File: src/rtl/sound_player.sv
// sound_player: sequences per-effect melodies from a note ROM into a muteable square-wave speaker output
module sound_player #(
  parameter int NOTE_LEN     = 2_500_000,
  parameter int PERIOD_SHIFT = 0
) (
  input  logic       clk,
  input  logic       reset,
  input  logic       playsound,
  input  logic [1:0] soundselector,
  input  logic       mute,
  output logic       speaker,
  output logic       busy,
  output logic       done,
  output logic [1:0] cur_sound
);
  localparam int DW = $clog2(NOTE_LEN);
  localparam logic [DW-1:0] DUR_MAX = DW'(NOTE_LEN - 1);
  typedef enum logic {IDLE, PLAY} state_t;
  state_t state, state_n;
  logic [1:0] note_idx, note_idx_n, cur_n;
  logic [15:0] hp_cnt, hp_cnt_n, hp;
  logic [DW-1:0] dur_cnt, dur_cnt_n;
  logic spk, spk_n, done_n;
  logic [1:0] last_idx;
  function automatic logic [15:0] rom(input logic [1:0] s, input logic [1:0] i);
    case ({s, i})
      4'b00_00: rom = 16'd18432;
      4'b01_00: rom = 16'd24576;
      4'b01_01: rom = 16'd19456;
      4'b01_10: rom = 16'd16384;
      4'b10_00: rom = 16'd32768;
      4'b10_01: rom = 16'd36864;
      4'b10_10: rom = 16'd45056;
      4'b10_11: rom = 16'd61440;
      4'b11_00: rom = 16'd24576;
      4'b11_01: rom = 16'd19456;
      4'b11_10: rom = 16'd16384;
      4'b11_11: rom = 16'd12288;
      default:  rom = 16'd0;
    endcase
  endfunction
  assign hp = rom(cur_sound, note_idx) >> PERIOD_SHIFT;
  assign last_idx = cur_sound == 2'd0 ? 2'd0 : cur_sound == 2'd1 ? 2'd2 : 2'd3;
  always_comb begin
    state_n = state;
    note_idx_n = note_idx;
    hp_cnt_n = hp_cnt;
    dur_cnt_n = dur_cnt;
    spk_n = spk;
    cur_n = cur_sound;
    done_n = 1'b0;
    if (playsound) begin
      state_n = PLAY;
      cur_n = soundselector;
      note_idx_n = 2'd0;
      hp_cnt_n = 16'd0;
      dur_cnt_n = '0;
      spk_n = 1'b0;
    end else if (state == PLAY) begin
      // a zero half-period is a rest: hold the speaker low
      if (hp == 16'd0) begin
        hp_cnt_n = 16'd0;
        spk_n = 1'b0;
      end else if (hp_cnt == hp - 16'd1) begin
        hp_cnt_n = 16'd0;
        spk_n = ~spk;
      end else hp_cnt_n = hp_cnt + 16'd1;
      if (dur_cnt == DUR_MAX) begin
        dur_cnt_n = '0;
        hp_cnt_n = 16'd0;
        spk_n = 1'b0;
        if (note_idx == last_idx) begin
          state_n = IDLE;
          done_n = 1'b1;
        end else note_idx_n = note_idx + 2'd1;
      end else dur_cnt_n = dur_cnt + 1'b1;
    end
  end
  always_ff @(posedge clk) begin
    if (!reset) begin
      state <= IDLE;
      note_idx <= 2'd0;
      hp_cnt <= 16'd0;
      dur_cnt <= '0;
      spk <= 1'b0;
      done <= 1'b0;
      cur_sound <= 2'd0;
    end else begin
      state <= state_n;
      note_idx <= note_idx_n;
      hp_cnt <= hp_cnt_n;
      dur_cnt <= dur_cnt_n;
      spk <= spk_n;
      done <= done_n;
      cur_sound <= cur_n;
    end
  end
  assign busy = state == PLAY;
  assign speaker = spk & ~mute;
endmodule

File: config.mk
export PLATFORM = sky130hd
export DESIGN_NAME = sound_player
export DESIGN_NICKNAME = d
export VERILOG_FILES = /design/src/rtl/sound_player.sv
export SDC_FILE = /design/constraint.sdc
export NUM_CORES = 1
export LEC_CHECK = 0
export ABC_AREA = 1
export BUFFER_PORTS_ARGS = -buffer_cell sky130_fd_sc_hd__buf_2
export CORE_ASPECT_RATIO = 0.9
export CORE_UTILIZATION = 43
export DETAILED_ROUTE_END_ITERATION = 6
export SETUP_SLACK_MARGIN = 0.2
export SYNTH_ARGS = -nofsm -noshare
export SYNTH_HDL_FRONTEND = slang
export SYNTH_SLANG_ARGS = --single-unit
File: constraint.sdc
create_clock -name clk -period 5.9 [get_ports clk]
set_clock_uncertainty 0.05 [all_clocks]
set_input_delay 0.295 -clock clk [delete_from_list [all_inputs] [get_ports clk]]
set_output_delay 0.295 -clock clk [all_outputs]
set_load 0.01 [all_outputs]
==> results by group, run 1 <==
Detailed routing
  • Antenna Violating Nets Remaining: 0
  • DR vias: 2254
  • DR vias/cell: 4.79
  • 1st-pass router iterations: 4
  • DRT iter0 DRCs: 100
  • DRC Markers: 0
  • WL/cell: 11.1 µm
  • Wirelength, routed: 5.25 mm

Synthesis
  • Top post-synthesis cells by area: dfxtp_1 33%, nand2_1 9.4%, nor2_1 7.3%, xor2_1 6.1%, inv_1 5.7%
  • Top-count cell post-synth: nand2_1
  • Distinct cells, synth: 37
  • Asr flop ratio synth: 0%
  • Mapped Cells: 374
  • Synth Net Count: 389
  • Top cells by count, synth: 68 x nand2_1, 53 x nor2_1, 45 x dfxtp_1
  • Main synth FF type: dfxtp_1
  • Syn avg cell area: 7.27 µm²
  • Seq/Total Area, Yosys: 33.1%
  • Post-synth top area cell: dfxtp_1
  • Area fraction of the dominant cell type after synthesis: 33.1%
  • Number of synthesized flops with an enable pin: 0
  • Area of the mapped netlist: 2720 µm²
  • Register bit total from synthesis: 45
  • Yosys warns: 0

Setup path
  • Crit Path Class: reg -> reg
  • Req. time, crit path: 6.03 ns
  • Maximum fanout along the worst path: 15
  • Crit end category: flip-flop
  • Critical path startpoint category: flip-flop
  • Critical path arrival: 2.89 ns

Power
  • Highest ir drop seen on vdd: 0.0989 mV
  • PD cells: 190 nW/µm²
  • Leakage: 1.02 nW
  • Total power: 0.551 mW

Clock tree
  • Clock Sink Count: 45
  • Clock-pin slew on the worst setup and hold paths: 0.08 ns
  • Clk Latency, worst-skew pair: 0.29 ns
  • Total CTS buffers: 5
  • H-tree levels: 2
  • Cts repair resizes: 0
  • Root Buffer: clkbuf_8
  • Cts hold-fix bufs: 0
  • Longest Clk Path Bufs: 2
  • CTS tree: built
  • Post-CTS setup buffer count: 0

GRT
  • Largest net degree at the start of global routing: 23
  • GRT Overall Usage: 17.2%
  • GR Util met2: 26.5%
  • Vias in the first global route: 2097
  • Grt total ovfl: 0
  • First-pass GRT wire length: 9.27 mm
  • GR Util met1: 24.5%
  • Layer with the highest usage: met2
  • Initial antenna violation count: 0
  • Met3 GRT Util: 3.83%

Floorplanning
  • Core Rows: 27
  • Die area: 6650 µm²
  • IO Count: 11
  • Die H: 77.5 µm
  • Die X: 85.8 µm
  • Core ar.: 6110 µm²
  • Initial Utilization: 44.5%

Timing
  • Final Hold Fails: 0
  • TNS Setup: 0 ns
  • Slew @ Worst Pin: 0.523 ns
  • Hold_ws: 0.201 ns
  • RSZ-0062 raised after global routing: no
  • Final Critical Period: 2.77 ns
  • Final count of negative-setup-slack endpoints: 0
  • Max_slew headroom: 64.8%
  • Final Cycle Share: 46.9%
  • Highest Clock Rate: 361 MHz
  • Final Max Tran Viols: 0

Cells and area
  • Area Growth Syn to Fin: 6.58%
  • Fill cells: 604
  • Final nets: 398
  • Ratio of cells with drive above 1 in the final layout: 12.5%
  • Diodes inserted: 0
  • Finished Cell Area: 2900 µm²

Placed design
  • Hpwl dp: 3.93 mm
  • PortBufs: 10
  • Gpl congestion: 0.796
  • Placed Instance Area: 2820 µm²

Min path
  • Hold Path Class: in -> reg

Status
  • Status: finished clean

Flow run
  • Max-cap violations: 0
critical path: stages, from the launching register on:
cell and delay (ns):
dfxtp_1 0.37, inv_1 0.17, ha_1 0.19, inv_1 0.05
o21ai_1 0.18, nand2_1 0.07, o21ai_0 0.07, inv_1 0.06
ha_1 0.28, o21ai_0 0.07, a21oi_1 0.13, nand3_1 0.09
nor2_1 0.10, nand2_1 0.09, nor2_4 0.11, nand2_2 0.07
nand2_2 0.08, nand2_2 0.06, nand2_4 0.29, nor2_1 0.08
report_power, final:
group	internal (mW)	switching (mW)	leakage (nW)
logic	0.0195	0.0377	0.615
clock network	0.0822	0.0997	0.0450
registers	0.306	0.00528	0.364
total	0.408	0.143	1.02
state kept, by name (all words and copies together), names as in the netlist:
signal and flops:
done 1, cur_sound 2, dur_cnt 22, hp_cnt 16
spk 1, busy 1, note_idx 2
metrics by stage:
stage	instances	util (%)	setup slack (ns)
after floorplan	374	-	3.44
after global placement	463	46.1	3.26
after detailed placement	463	46.1	3.15
after CTS	471	47.4	3.14
after global routing	471	47.4	2.86
final	471	47.4	3.13
cell families after synthesis:
family	after synthesis	share of synthesized area [%]
simple gates	206	37.9
buf+inv	53	9.02
flops	45	33.1
compound gates	36	7.73
xor+xnor	25	8.05
fa+ha+maj	9	4.14
metal layers:
metal  part of all wire (%)  up-vias  wire, µm
li1                       -     1233         -
met1                     55      984      2860
met2                     42       33      2190
met3                    3.1        4       164
met4                   0.65        0        34
met5                      0        -         0
layout by cell type (no fill, tap or decap), drive strengths merged:
master,netlist,layout
nand3,22,22
nor4,6,6
nand3b,2,2
nand4,14,14
nor2,67,67
a21oi,18,18
inv,44,44
o21ai,10,10
nand2,76,76
and2,1,1
or2,3,3
xnor2,6,6
buf,5,11
clkinv,0,2
o21a,2,2
a21boi,2,2
dfxtp,45,45
ha,9,9
nor3,14,14
xor2,19,19
o22ai,3,3
nor3b,1,1
clkbuf,4,6
a31oi,1,1
area by class of cell:
class | count | area [µm²] | share of cell area, %
clock inverters | 2 | 10.0 | 0.345
flip-flops and latches | 45 | 901 | 31.1
multi-input cells | 276 | 1570 | 54.3
clock buffers | 6 | 72.6 | 2.50
inverters | 44 | 175 | 6.04
repair buffers | 11 | 57.6 | 1.99
well taps | 87 | 109 | 3.75
path summary, 6_finish.rpt:
| kind | startpoint | depth (start not counted) | slack, ns | endpoint |
|---|---|---|---|---|
| hold / removal | reset | 3 | 0.20 | busy |
| hold reg to reg | dur_cnt[9] | 2 | 0.43 | dur_cnt[9] |
| setup / recovery | note_idx[1] | 19 | 3.13 | hp_cnt[15] |
| setup reg to reg | note_idx[1] | 19 | 3.13 | hp_cnt[15] |
Note: power is estimated with default switching activity, not from simulation.
==> inputs of run 2 (changes only) <==
clock period = 2.4 ns   (was 5.9 ns; I/O delays follow)
==> run 2 against run 1 <==
Effect of this change: critical path type unchanged; non-clock buffer count rose by 17; die area did not move; via count rose by 3.3%; critical path depth rose by 1; routed wire length rose by 6.7%; flip-flop and latch count did not move; cell count rose by 3.4%; global-route usage rose by 0.82 points.
==> results by group, run 2 (synthesis results as in run 1) <==
Power
  • Comb pwr share: 12.1%
  • Clock power share: 35.6%
  • Total power: 1.45 mW
  • Flop pwr share: 52.3%
  • Highest ir drop seen on vdd: 0.291 mV
  • Leakage: 1.13 nW
  • Psw: 0.370 mW
  • Net Sw Frac: 25.5%
  • PD cells: 460 nW/µm²
  • Internal power: 1.08 mW

Timing
  • Final Max Tran Viols: 0
  • Slew @ Worst Pin: 0.558 ns
  • Highest Clock Rate: 422 MHz
  • RSZ-0062 raised after global routing: yes
  • Final Hold Fails: 0
  • Final Critical Period: 2.37 ns
  • Final count of negative-setup-slack endpoints: 0
  • Setup ws final: 0.0289 ns
  • Final Cycle Share: 98.8%
  • Max_slew headroom: 62.5%

GRT
  • Grt total ovfl: 0
  • Largest net degree at the start of global routing: 23
  • GRT Overall Usage: 18.1%
  • Vias in the first global route: 2169
  • Initial antenna violation count: 0
  • First-pass GRT wire length: 9.64 mm

Clock tree
  • Longest Clk Path Bufs: 2
  • CTS tree: built
  • Clock Sink Count: 45
  • Root Buffer: clkbuf_8
  • H-tree levels: 2
  • Cts hold-fix bufs: 0
  • Total CTS buffers: 5
  • Clk Latency, worst-skew pair: 0.30 ns
  • Clock-pin slew on the worst setup and hold paths: 0.08 ns

Setup path
  • Crit end category: flip-flop
  • Maximum fanout along the worst path: 8
  • Crit Path Class: reg -> reg
  • Req. time, crit path: 2.55 ns
  • Critical path startpoint category: flip-flop
  • Critical path arrival: 2.52 ns

Detailed routing
  • 1st-pass router iterations: 5
  • DRT iter0 DRCs: 95
  • WL/cell: 11.5 µm
  • DRC Markers: 0
  • Wirelength, routed: 5.60 mm
  • DR vias/cell: 4.78
  • DR vias: 2328
  • Antenna Violating Nets Remaining: 0

Cells and area
  • Most flops, register: dur_cnt
  • Ratio of cells with drive above 1 in the final layout: 20.8%
  • Multi-input logic area: 1650 µm²
  • Area Growth Syn to Fin: 16.2%
  • Commonest non-fill, non-tap cell in the layout: nand2_1
  • Finished Cell Area: 3160 µm²
  • Top flop regs: dur_cnt: 22 flops, hp_cnt: 16 flops
  • Final nets: 415
  • Register area: 908 µm²
  • Fill cells: 632
  • Diodes inserted: 0
  • Most frequent cells in the layout: 68 x nand2_1, 50 x nor2_1, 43 x dfxtp_1, 38 x inv_1
  • Max FFs per register: 22

Placed design
  • PortBufs: 10
  • Placed Instance Area: 2970 µm²
  • DP Worst Slack: 0.0255 ns
  • Gpl congestion: 0.810
  • Hpwl dp: 4.20 mm

Min path
  • Hold Path Class: in -> reg

Floorplanning
  • Core Rows: 27
  • Initial Utilization: 44.5%
  • Core ar.: 6110 µm²
  • Die area: 6650 µm²
  • Die X: 85.8 µm
  • Die H: 77.5 µm
  • IO Count: 11

Status
  • Status: finished clean

Flow run
  • Max-cap violations: 0
==> run 2: worst paths after layout <==
kind / end / cells past startpoint / slack (ns) / start
worst min register to register: dur_cnt[9] / 2 / 0.45 / dur_cnt[9]
worst max register to register: hp_cnt[4] / 20 / 0.03 / note_idx[1]
worst min-delay path: busy / 3 / 0.03 / reset
worst max-delay path: hp_cnt[4] / 20 / 0.03 / note_idx[1]
==> run 2: repair_timing <==
item / in CTS / in global routing
pin swaps: 8 / 6
cloned: 0 / 0
setup buffers: 3 / 3
endpoints found under the hold margin: 0 / 0
endpoints found under the setup margin: 16 / 22
resized for setup: 3 / 9
==> run 2: area by class of cell <==
| cell class | instances | area share, % |
|---|---|---|
| multi-input cells | 276 | 52.3 |
| well taps | 87 | 3.44 |
| clock inverters | 1 | 0.158 |
| inverters | 44 | 5.78 |
| flip-flops and latches | 45 | 28.7 |
| clock buffers | 6 | 2.97 |
| repair buffers | 28 | 6.65 |
==> run 2: metrics by stage <==
step / hold slack [ns] / std cells / utilization [%] / setup TNS [ns]
after floorplan: 0.202 / 374 / - / 0
after global placement: 0.342 / 474 / 48.5 / 0
after detailed placement: 0.339 / 474 / 48.5 / 0
after CTS: 0.0220 / 484 / 50.7 / 0
after global routing: 0.0440 / 487 / 51.7 / -2.80
final: 0.0287 / 487 / 51.7 / 0
==> run 2: routing by layer <==
metal	share of wire, %	vias to the layer above	track usage (%)
li1	-	1253	-
met1	52	1043	24.9
met2	44	23	28.9
met3	2.2	9	3.51
met4	1.3	0	4.50
met5	0	-	0
==> run 2: power groups by stage <==
stage	Combinational, mW	Clock [mW]	Sequential [mW]
finish	0.176	0.518	0.760
global route	0.197	0.568	0.761
CTS	0.175	0.531	0.760
detailed placement	0.171	0	0.777
global placement	0.169	0	0.777
floorplan	0.130	0	0.776
==> run 2: critical path, cell delays in order (launching register included) <==
cell     delay (ns)
dfxtp_4        0.36
inv_6          0.08
ha_4           0.13
inv_2          0.03
o21ai_2        0.12
nand2_1        0.07
o21ai_1        0.07
inv_1          0.08
ha_4           0.28
o21ai_2        0.05
a21oi_1        0.13
nand3_1        0.08
nor2_1         0.10
nand2_1        0.08
nor2_4         0.09
nand2_2        0.06
nand2_2        0.07
nand2_2        0.07
nand2_4        0.09
buf_12         0.14
nor2_1         0.04
==> inputs of run 3 (changes only) <==
HOLD_SLACK_MARGIN = 0.12   (was not set)
==> run 3 against run 2 <==
Effect of this change: hold slack better by 0.18 ns; first-iteration DRC count increased by 24%; critical path type unchanged; combinational power increased by 5%; routed wire length grew 1.7%; setup slack worse by 0.0062 ns; power is 0.53% higher; cell count up 1.6%; global-route usage up 0.11 points; register-to-register slack about the same; clock-buffer cell count stayed put; highest routed layer unchanged; clock power about the same; non-clock buffer count increased by 8.
==> results by group, run 3 (synthesis results as in run 1) <==
Detailed routing
  • DR vias: 2366
  • Wire length on met2: 2.56 mm
  • 1st-pass router iterations: 5
  • DRC Markers: 0
  • Wirelength, routed: 5.69 mm
  • DR vias/cell: 4.78
  • DRT iter0 DRCs: 118
  • Antenna Violating Nets Remaining: 0
  • Met3 routed WL: 149 µm
  • Met1 WL: 2.92 mm
  • Uppermost layer routed: met4
  • WL/cell: 11.5 µm

Setup path
  • Reg-to-reg slack, setup: 0.02 ns
  • R2R Path End: hp_cnt[4]
  • Crit Path Class: reg -> reg
  • Slowest cell on the critical path: dfxtp_4
  • CP peak stage delay: 0.36 ns
  • Maximum fanout along the worst path: 8
  • Critical Path Start: note_idx[1]
  • Critical Path Sink: hp_cnt[4]
  • Reg-to-Reg Start: note_idx[1]
  • Critical path depth: 20
  • Top delay family on crit path: simple AND/OR/NAND/NOR gates
  • Worst Path Buf+Inv: 4
  • Reg2reg path depth: 20
  • Crit end category: flip-flop
  • Most frequent CP cell: nand2_2
  • Critical path startpoint category: flip-flop
  • Crit-path cells: inv_6, ha_4, inv_2, o21ai_2, nand2_1, o21ai_1, inv_1, ha_4, o21ai_2, a21oi_1, nand3_1, nor2_1, nand2_1, nor2_4, nand2_2, nand2_2, nand2_2, nand2_4, buf_12, nor2_1
  • Req. time, crit path: 2.54 ns
  • Critical path arrival: 2.52 ns

Clock tree
  • H-tree levels: 2
  • Clock Sink Count: 45
  • Clock-pin slew on the worst setup and hold paths: 0.08 ns
  • CTS tree: built
  • Clk Latency, worst-skew pair: 0.30 ns
  • Longest Clk Path Bufs: 2
  • Root Buffer: clkbuf_8
  • Total CTS buffers: 5

Cells and area
  • Area Growth Syn to Fin: 19.0%
  • Top flop regs: dur_cnt: 22 flops, hp_cnt: 16 flops
  • Finished Cell Area: 3240 µm²
  • Register area: 910 µm²
  • Most flops, register: dur_cnt
  • Multi-input logic area: 1650 µm²
  • Final nets: 423
  • Most frequent cells in the layout: 68 x nand2_1, 50 x nor2_1, 42 x dfxtp_1, 38 x inv_1
  • Fill cells: 630
  • Max FFs per register: 22
  • Commonest non-fill, non-tap cell in the layout: nand2_1
  • Diodes inserted: 0
  • Ratio of cells with drive above 1 in the final layout: 21.1%

Floorplanning
  • Initial Utilization: 44.5%
  • Die X: 85.8 µm
  • Core ar.: 6110 µm²
  • Die area: 6650 µm²
  • Die H: 77.5 µm
  • Core Rows: 27
  • IO Count: 11

Power
  • PD cells: 451 nW/µm²
  • Highest ir drop seen on vdd: 0.291 mV
  • Leakage: 1.17 nW

GRT
  • Largest net degree at the start of global routing: 23
  • Vias in the first global route: 2192
  • GRT Overall Usage: 18.2%
  • Initial antenna violation count: 0
  • First-pass GRT wire length: 9.69 mm
  • Grt total ovfl: 0

Timing
  • Highest Clock Rate: 421 MHz
  • Final count of negative-setup-slack endpoints: 0
  • Final Cycle Share: 99.1%
  • Setup ws final: 0.0227 ns
  • TNS Setup: 0 ns
  • Final Critical Period: 2.38 ns
  • Final Max Tran Viols: 0
  • RSZ-0062 raised after global routing: yes
  • Hold_ws: 0.209 ns
  • Slew @ Worst Pin: 0.558 ns
  • Final Hold Fails: 0
  • Max_slew headroom: 62.5%

Placed design
  • Placed Instance Area: 2970 µm²
  • Gpl congestion: 0.810
  • DP Worst Slack: 0.0255 ns
  • Hpwl dp: 4.20 mm
  • PortBufs: 10

Min path
  • Hold Path Class: in -> reg

Status
  • Status: finished clean

Flow run
  • Max-cap violations: 0
==> run 3: cell count changes in the layout (fill, tap and decap cells not counted), sizes merged <==
cell         before  now
buf              28   30
dlygate4sd3       0    6
==> run 3: how the worst min path moves through the flow <==
stage	from	to	slack, ns	cells after the start
final	playsound	spk	0.21	5
after global routing	playsound	spk	0.25	5
after CTS	playsound	spk	0.20	5
after detailed placement	reset	busy	0.34	3
after global placement	reset	busy	0.34	3
after floorplan	reset	busy	0.20	2
==> run 3: layout make-up <==
cell class	count	area share, %
repair buffers	36	8.81
inverters	44	5.64
flip-flops and latches	45	28.1
multi-input cells	276	51.0
well taps	87	3.36
clock inverters	1	0.155
clock buffers	6	2.90
==> run 3: metal layers <==
layer  vias up  global-route usage (%)
li1       1271                       -
met1      1057                    24.8
met2        29                    29.4
met3         9                    3.51
met4         0                    4.50
met5         -                       0
==> run 3: where the power goes <==
| group | switching (mW) | total [mW] | leakage [nW] | internal [mW] |
|---|---|---|---|---|
| Combinational | 0.107 | 0.185 | 0.754 | 0.0785 |
| Clock | 0.255 | 0.516 | 0.0522 | 0.261 |
| Sequential | 0.00858 | 0.760 | 0.366 | 0.751 |
==> run 3: per-stage QoR <==
step | utilization (%) | total power [mW] | std cells
6_report | 53.0 | 1.46 | 495
5_1_grt | 53.0 | 1.54 | 495
4_1_cts | 51.7 | 1.47 | 490
3_5_place_dp | 48.5 | 0.949 | 474
3_3_place_gp | 48.5 | 0.946 | 474
2_1_floorplan | - | 0.906 | 374
==> run 3: worst register-to-register path, cell delays in order (launching register included) <==
cell and delay (ns):
dfxtp_4 0.36, inv_6 0.08, ha_4 0.13, inv_2 0.03, o21ai_2 0.12, nand2_1 0.07
o21ai_1 0.07, inv_1 0.08, ha_4 0.28, o21ai_2 0.05, a21oi_1 0.13, nand3_1 0.08
nor2_1 0.10, nand2_1 0.09, nor2_4 0.09, nand2_2 0.06, nand2_2 0.07, nand2_2 0.07
nand2_4 0.09, buf_12 0.14, nor2_1 0.05
==> run 3: timing repair <==
item | CTS | global route
endpoints found under the setup margin | 16 | 23
endpoints found under the hold margin | 3 | 0
hold buffers | 6 | 0
setup buffers | 3 | 5
resized for setup | 3 | 10
pin swaps | 8 | 7
